**config.mk**
```make
export PLATFORM = sky130hd
export DESIGN_NAME = imem_loader
export DESIGN_NICKNAME = d
export VERILOG_FILES = /design/src/rtl/imem_loader.sv
export SDC_FILE = /design/constraint.sdc
export NUM_CORES = 1
export LEC_CHECK = 0
export CAP_MARGIN = 25
export CORE_ASPECT_RATIO = 0.7
export CORE_MARGIN = 10
export CORE_UTILIZATION = 56
export DETAILED_ROUTE_END_ITERATION = 8
export DONT_BUFFER_PORTS = 1
export PLACE_DENSITY = 0.83
export SLEW_MARGIN = 20
export SYNTH_ARGS = -nofsm -noshare
export SYNTH_HDL_FRONTEND = slang
export SYNTH_SLANG_ARGS = --single-unit
```
**constraint.sdc**
```tcl
create_clock -name clk -period 1.89 [get_ports clk]
set_clock_uncertainty 0.05 [all_clocks]
set_input_delay 0.2835 -clock clk [delete_from_list [all_inputs] [get_ports clk]]
set_output_delay 0.2835 -clock clk [all_outputs]
set_load 0.03 [all_outputs]
```
**src/rtl/imem_loader.sv**
```systemverilog
// imem_loader: streams 16-bit instruction words into instruction memory at
// consecutive byte addresses and holds the CPU in reset until a load completes.
// Optional trailing-checksum beat enabled by defining IMEM_LOADER_CHECKSUM_EN.
module imem_loader #(
  parameter logic [31:0] BASE_ADDR = 32'h0000_0000,
  parameter logic [31:0] ADDR_STEP = 32'd2,
  parameter int unsigned MAX_WORDS = 1024
) (
  input  logic        clk,
  input  logic        reset,
  input  logic        start,
  input  logic        in_valid,
  input  logic [15:0] in_data,
  input  logic        in_last,
  output logic        in_ready,
  output logic        mem_write_enable,
  output logic [15:0] mem_write_data,
  output logic [31:0] mem_write_addr,
  output logic        cpu_hold,
  output logic        done,
  output logic        error,
  output logic [15:0] word_count
);

  typedef enum logic [2:0] {
    StIdle,
    StLoad,
`ifdef IMEM_LOADER_CHECKSUM_EN
    StCheck,
`endif
    StDone,
    StError
  } state_e;

  state_e      state_q, state_d;
  logic [31:0] ptr_q, ptr_d;
  logic [15:0] cnt_q, cnt_d;
  logic        we_q, we_d;
  logic [15:0] wd_q, wd_d;
  logic [31:0] wa_q, wa_d;
  logic        done_q, done_d;
  logic        error_q, error_d;
  logic        hold_q, hold_d;
`ifdef IMEM_LOADER_CHECKSUM_EN
  logic [15:0] sum_q, sum_d;
`endif

  // Word index MAX_WORDS-1 is the last one that fits in a load.
  logic last_slot;
  assign last_slot = (32'(cnt_q) == MAX_WORDS - 1);

  // in_ready is the only output decoded straight from the state register.
  always_comb begin
    in_ready = (state_q == StLoad);
`ifdef IMEM_LOADER_CHECKSUM_EN
    if (state_q == StCheck) in_ready = 1'b1;
`endif
  end

  // Next-state, write strobe and status flags.
  always_comb begin
    state_d = state_q;
    ptr_d   = ptr_q;
    cnt_d   = cnt_q;
    we_d    = 1'b0;
    wd_d    = wd_q;
    wa_d    = wa_q;
`ifdef IMEM_LOADER_CHECKSUM_EN
    sum_d   = sum_q;
`endif
    unique case (state_q)
      StIdle, StDone, StError: begin
        if (start) begin
          state_d = StLoad;
          ptr_d   = BASE_ADDR;
          cnt_d   = '0;
`ifdef IMEM_LOADER_CHECKSUM_EN
          sum_d   = '0;
`endif
        end
      end
      StLoad: begin
        if (in_valid) begin
          we_d  = 1'b1;
          wd_d  = in_data;
          wa_d  = ptr_q;
          ptr_d = ptr_q + ADDR_STEP;
          cnt_d = cnt_q + 16'd1;
`ifdef IMEM_LOADER_CHECKSUM_EN
          sum_d = sum_q + in_data;
`endif
          // in_last takes priority over the overflow condition.
          if (in_last) begin
`ifdef IMEM_LOADER_CHECKSUM_EN
            state_d = StCheck;
`else
            state_d = StDone;
`endif
          end else if (last_slot) begin
            state_d = StError;
          end
        end
      end
`ifdef IMEM_LOADER_CHECKSUM_EN
      StCheck: begin
        // Checksum beat: compared only, never written, in_last ignored.
        if (in_valid) state_d = (in_data == sum_q) ? StDone : StError;
      end
`endif
      default: state_d = StIdle;
    endcase
    // Status flags follow the state being entered so they move with it.
    done_d  = (state_d == StDone);
    error_d = (state_d == StError);
    hold_d  = (state_d != StDone);
  end

  // State and registered outputs, synchronous active-low reset.
  always_ff @(posedge clk) begin
    if (!reset) begin
      state_q <= StIdle;
      ptr_q   <= BASE_ADDR;
      cnt_q   <= '0;
      we_q    <= 1'b0;
      wd_q    <= '0;
      wa_q    <= '0;
      done_q  <= 1'b0;
      error_q <= 1'b0;
      hold_q  <= 1'b1;
`ifdef IMEM_LOADER_CHECKSUM_EN
      sum_q   <= '0;
`endif
    end else begin
      state_q <= state_d;
      ptr_q   <= ptr_d;
      cnt_q   <= cnt_d;
      we_q    <= we_d;
      wd_q    <= wd_d;
      wa_q    <= wa_d;
      done_q  <= done_d;
      error_q <= error_d;
      hold_q  <= hold_d;
`ifdef IMEM_LOADER_CHECKSUM_EN
      sum_q   <= sum_d;
`endif
    end
  end

  assign mem_write_enable = we_q;
  assign mem_write_data   = wd_q;
  assign mem_write_addr   = wa_q;
  assign word_count       = cnt_q;
  assign done             = done_q;
  assign error            = error_q;
  assign cpu_hold         = hold_q;

endmodule

```
After elaboration in Yosys (flattened, before gate mapping)
Cells that the tools add are included.
Cells by class
  add/subtract/negate cells: 2
  eq/ne operators: 9
  reduce and logical (&&, ||, !) cells: 6
  mux-type cells: 12
Operators with widths (number)
  $mux 32: 2
  $pmux 32 s2: 1
  $add 32x2->32 const B: 1
  $mux 16: 2
  $pmux 16 s2: 1
  $add 16x1->16 const B: 1
  $eq 16x10->1 const B: 1
  $eq 3x2->1 const B: 4
  $mux 3: 4
  $pmux 3 s2: 1
  $ne 2x2->1 const B: 2
  $reduce_and 2->1: 2
  $eq 3x1->1 const B: 1
  $logic_not 3->1: 1
  $ne 3x2->1 const B: 1
  $reduce_and 3->1: 1
  $reduce_or 3->1: 1
  $reduce_bool 2->1: 1
  $mux 1: 1
Storage, ports and cells
  output and inout bits: 69
  word-level logic and storage cells: 38
  input port bits: 21
  flip-flop bits (word level): 103

Logic depth before layout (Yosys ltp)
  depth in word-level cells: 6
  mapped depth: 7
  depth with buffers taken out: 6

Worst setup path before layout
OpenSTA, ideal clock, no wires.
  path type: register -> register
  from: reg cnt_q[3], in the netlist word_count[3]
  to: reg cnt_q[15], in the netlist word_count[15]
  arrival time: 2.061 ns
  setup time: 0.070 ns
  buffers on the path: 0
  cell stages (with the launch flop): 6
  data required time: 1.770 ns
  period minus slack after synthesis: 2.181 ns
  setup slack: -0.291 ns
  cells stage by stage: dfxtp_1 -> and4_1 -> nand4_1 -> or4_1 -> or3_1 -> a21oi_1
Between the ends
  word-level cells in the longest chain between the ends: 3
Ends and longest elaborated chain
  start, declared: RTL line 37  | logic [15:0] cnt_q, cnt_d;
  start signal, assigned: RTL line 136  | cnt_q <= cnt_d;
  $add 16x1->16: RTL line 88  | cnt_d = cnt_q + 16'd1;
  $mux 16: RTL line 83  | if (in_valid) begin
  $pmux 16 s2: RTL line 71  | unique case (state_q)
No other way between the ends. The select of a mux whose other input is x is not followed.
A chain may end at the register's enable or synchronous reset.

Final worst setup path
  from: reg ptr_q[5]
  to: reg ptr_q[24]
Between the ends
  word-level cells in the longest chain between the ends: 3
Ends and longest elaborated chain
  start, declared: RTL line 36  | logic [31:0] ptr_q, ptr_d;
  start signal, assigned: RTL line 135  | ptr_q <= ptr_d;
  $add 32x2->32: RTL line 87  | ptr_d = ptr_q + ADDR_STEP;
  $mux 32: RTL line 83
  $pmux 32 s2: RTL line 71
No other way between the ends. The select of a mux whose other input is x is not followed.

==> impl_results.md <==
- Setup TNS: -0.0537 ns
- Post-synth EDFFs: 0
- Commonest non-fill, non-tap cell in the layout: nand2_1
- Root Buffer: clkbuf_8
- Vias in the first global route: 3669
- Layout cells sized above 1: 20.4%
- Die ar.: around 0.012 sq mm
- DRT iter0 DRCs: 415
- Worst skew pair latency: 0.37 ns
- Post-synthesis cell count: 501
- VDD IR-drop max: 0.476 mV
- CORE AREA: 0.00735 sq mm
- Crit share post-route: 102%
- Die X: 124 um
- PwrDens: 708 mW/mm^2
- Kind of start point of the critical path: register
- Yosys top cell area share: a little under half
- Largest area contributor in the netlist: dfxtp_1
- Met3 global-route usage: 7.34%
- CP Data Required Time: between 2 and 2.5 ns
- Minimum clock period: between 1.5 and 2 ns
- Gpl congestion: 0.903
- RR Startpoint: ptr_q[5]
- Post-route setup slack: -0.0367 ns
- WL/cell: 18.2 um
- Post-synthesis register bit count: 101
- Clock sinks: 101
- Yosys warnings: 0
- First-pass GRT wire length: 18200 um
- CP cell instances: nand4_4 -> or2_4 -> or3_4 -> or4_4 -> a21oi_2
- Dpl hpwl: roughly 8000 um
- Clk pin slew, worst setup/hold paths: roughly 0.1 ns
- Worst-path fanout max: 6
- Mean post-synth cell area: 8.49 sq um
- Post-synth top flop: dfxtp_1
- # DRC: 0
- Non-Filler Instances: 668
- Hold_sp: in_data[2]
- Status: finished with violations
- Placed cell count: around 640
- Initial antenna violation count: 0
- Setup CP Type: reg -> reg
- Number of buffers created by CTS: 9
- GR Layer Usage met2: 31.2%
- Achievable Freq: approximately 0.52 GHz
- Initial Util: 57.8%
- Met1 usage: 23.6%
- Largest net degree at the start of global routing: 50
- Total gr overflow: 0
- Post-synth cell types: 44
- RSZ-0062 raised after global routing: true
- Hold path cells: 2
- Post-Route Utilization: 71.2%
- Vias/cell: ~5.8
- Synth area leaders: dfxtp_1, nand2_1, a21boi_0, xnor2_1, nor2_1
- Crit-path max cell delay: 0.52 ns
- Crit-path slowest cell: or4_4
- Max-slew violations: 0
- H-tree lvl count: 3
- Failing checks: setup timing
- Most frequent cells in the layout: nand2_1, dfxtp_1, buf_4, a21boi_0, nor2_1
- Worst Reg-to-Reg Cells: 5
- Chip height: 92.9 um
- Synth async-reset ratio: 0%
- Port Buf Inserts: 0
- Io pins: 90
- Site row count: 26
- Worst EP arrival: approximately 2.2 ns
- Drt pass-1 iters: 5
- Hold Fails Final Rpt: 0
- Total track usage: 19.5%
- Post-synthesis cell area: about 0.0043 sq mm
- Total Wirelength: about 12000 um
- Layout Area Growth over Synthesis: 23.1%
- Final Setup Violations: 3
- CTS tree: yes
- Final net count: 587
- Crit path capture type: register
- Hold Path Class: in -> reg
- Final antenna-violating net count: 0
- Layer with the highest usage: met2
- CP Launch Point: ptr_q[5]
- Max-cap violations: 0
- Static leakage: 1.87 nW
- Routed via count: between 3000 and 4000
- Seq/Total Area, Yosys: 47.6%
- CTS Buffer Depth: 2
layer usage:
layer  wire [um]  share of wire [%]
met1        5030                 41
met5           0                  0
met3        1080                8.9
met2        5870                 48
met4         202                1.7
repair_timing:
action	in CTS	in global routing
cloned	0	1
endpoints found under the setup margin	12	10
setup buffers	1	2
endpoints found under the hold margin	12	7
pin swaps	6	8
gates resized for setup	7	17
hold buffers	10	2
cell families (layout without fill, tap and decap cells):
family                   count (synthesis)  after routing  synth area share (%)
multiplexers                             2              2                 0.471
AO/OA/AOI/OAI                           80             80                  13.3
adder cells (fa/ha/maj)                  2              2                 0.588
flip-flops                             101            101                  47.6
other                                    1              3                0.0882
AND/OR/NAND/NOR                        244            244                  27.5
XOR/XNOR                                29             29                  5.97
buffers and inverters                   42            109                  4.53
sequential cells by signal, indices dropped and copies added (netlist names):
signal and count:
cpu_hold 1, done 1, error 1, mem_write_addr 31
mem_write_data 16, mem_write_enable 1, ptr_q 31, state_q 3
word_count 16
power by group:
part | internal [mW] | leakage (nW) | total, mW | switching (mW)
Sequential | 2.12 | 0.820 | 2.14 | 0.0109
Combinational | 0.0615 | 0.946 | 0.146 | 0.0849
Clock | 0.664 | 0.101 | 1.42 | 0.761
critical path, delay by kind of cell (launching register included):
kind	cells	cell delay, ns
DFF	1	0.37
and+or+nand+nor	4	1.33
AOI/OAI and AO/OA	1	0.12
Yosys cell counts, types with 2 or more instances:
master	instances
nand2_1	116
dfxtp_1	101
a21boi_0	48
nor2_1	32
clkbuf_1	23
xnor2_1	20
nand3_1	18
nand4_1	17
nor4_1	14
a21oi_1	11
inv_1	11
nor3_1	10
xor2_1	9
o21ai_0	7
or4_1	6
and3_1	5
nand2b_1	5
or3_1	5
and4_1	4
and2_1	3
a31o_2	2
buf_1	2
buf_4	2
buf_6	2
ha_1	2
mux2i_1	2
nand4_2	2
nor4b_1	2
o211a_1	2
o211ai_1	2
o21a_1	2
o31ai_1	2
path summary, 6_finish.rpt:
path | end | slack [ns]
worst max-delay path | ptr_q[24] | -0.04
worst min-delay path | mem_write_data[2] | 0.005
worst max register to register | ptr_q[24] | -0.04
worst min register to register | mem_write_addr[29] | 0.45
stage by stage:
stage | instance area [sq um] | hold WS, ns | total power [mW] | setup slack (ns)
6_report | 5230 | 0.00474 | 3.71 | -0.0367
5_1_grt | 5230 | -0.00169 | 3.82 | -0.0778
4_1_cts | 5120 | 0.000423 | 3.70 | -0.00765
3_5_place_dp | 4780 | 0.367 | 2.29 | -0.108
3_3_place_gp | 4780 | 0.366 | 2.29 | -0.0630
2_1_floorplan | 4300 | 0.378 | 2.27 | -0.111
area by class of cell:
type / instances / area, sq um
fillers: 547 / 2120
clock buffers: 11 / 141
flip-flops and latches: 101 / 2050
well taps: 98 / 123
repair buffers: 82 / 674
multi-input cells: 359 / 2140
inverters: 11 / 41.3
diodes: 1 / 2.50
clock inverters: 5 / 63.8
No activity file was read; power rests on OpenSTA's default activity.
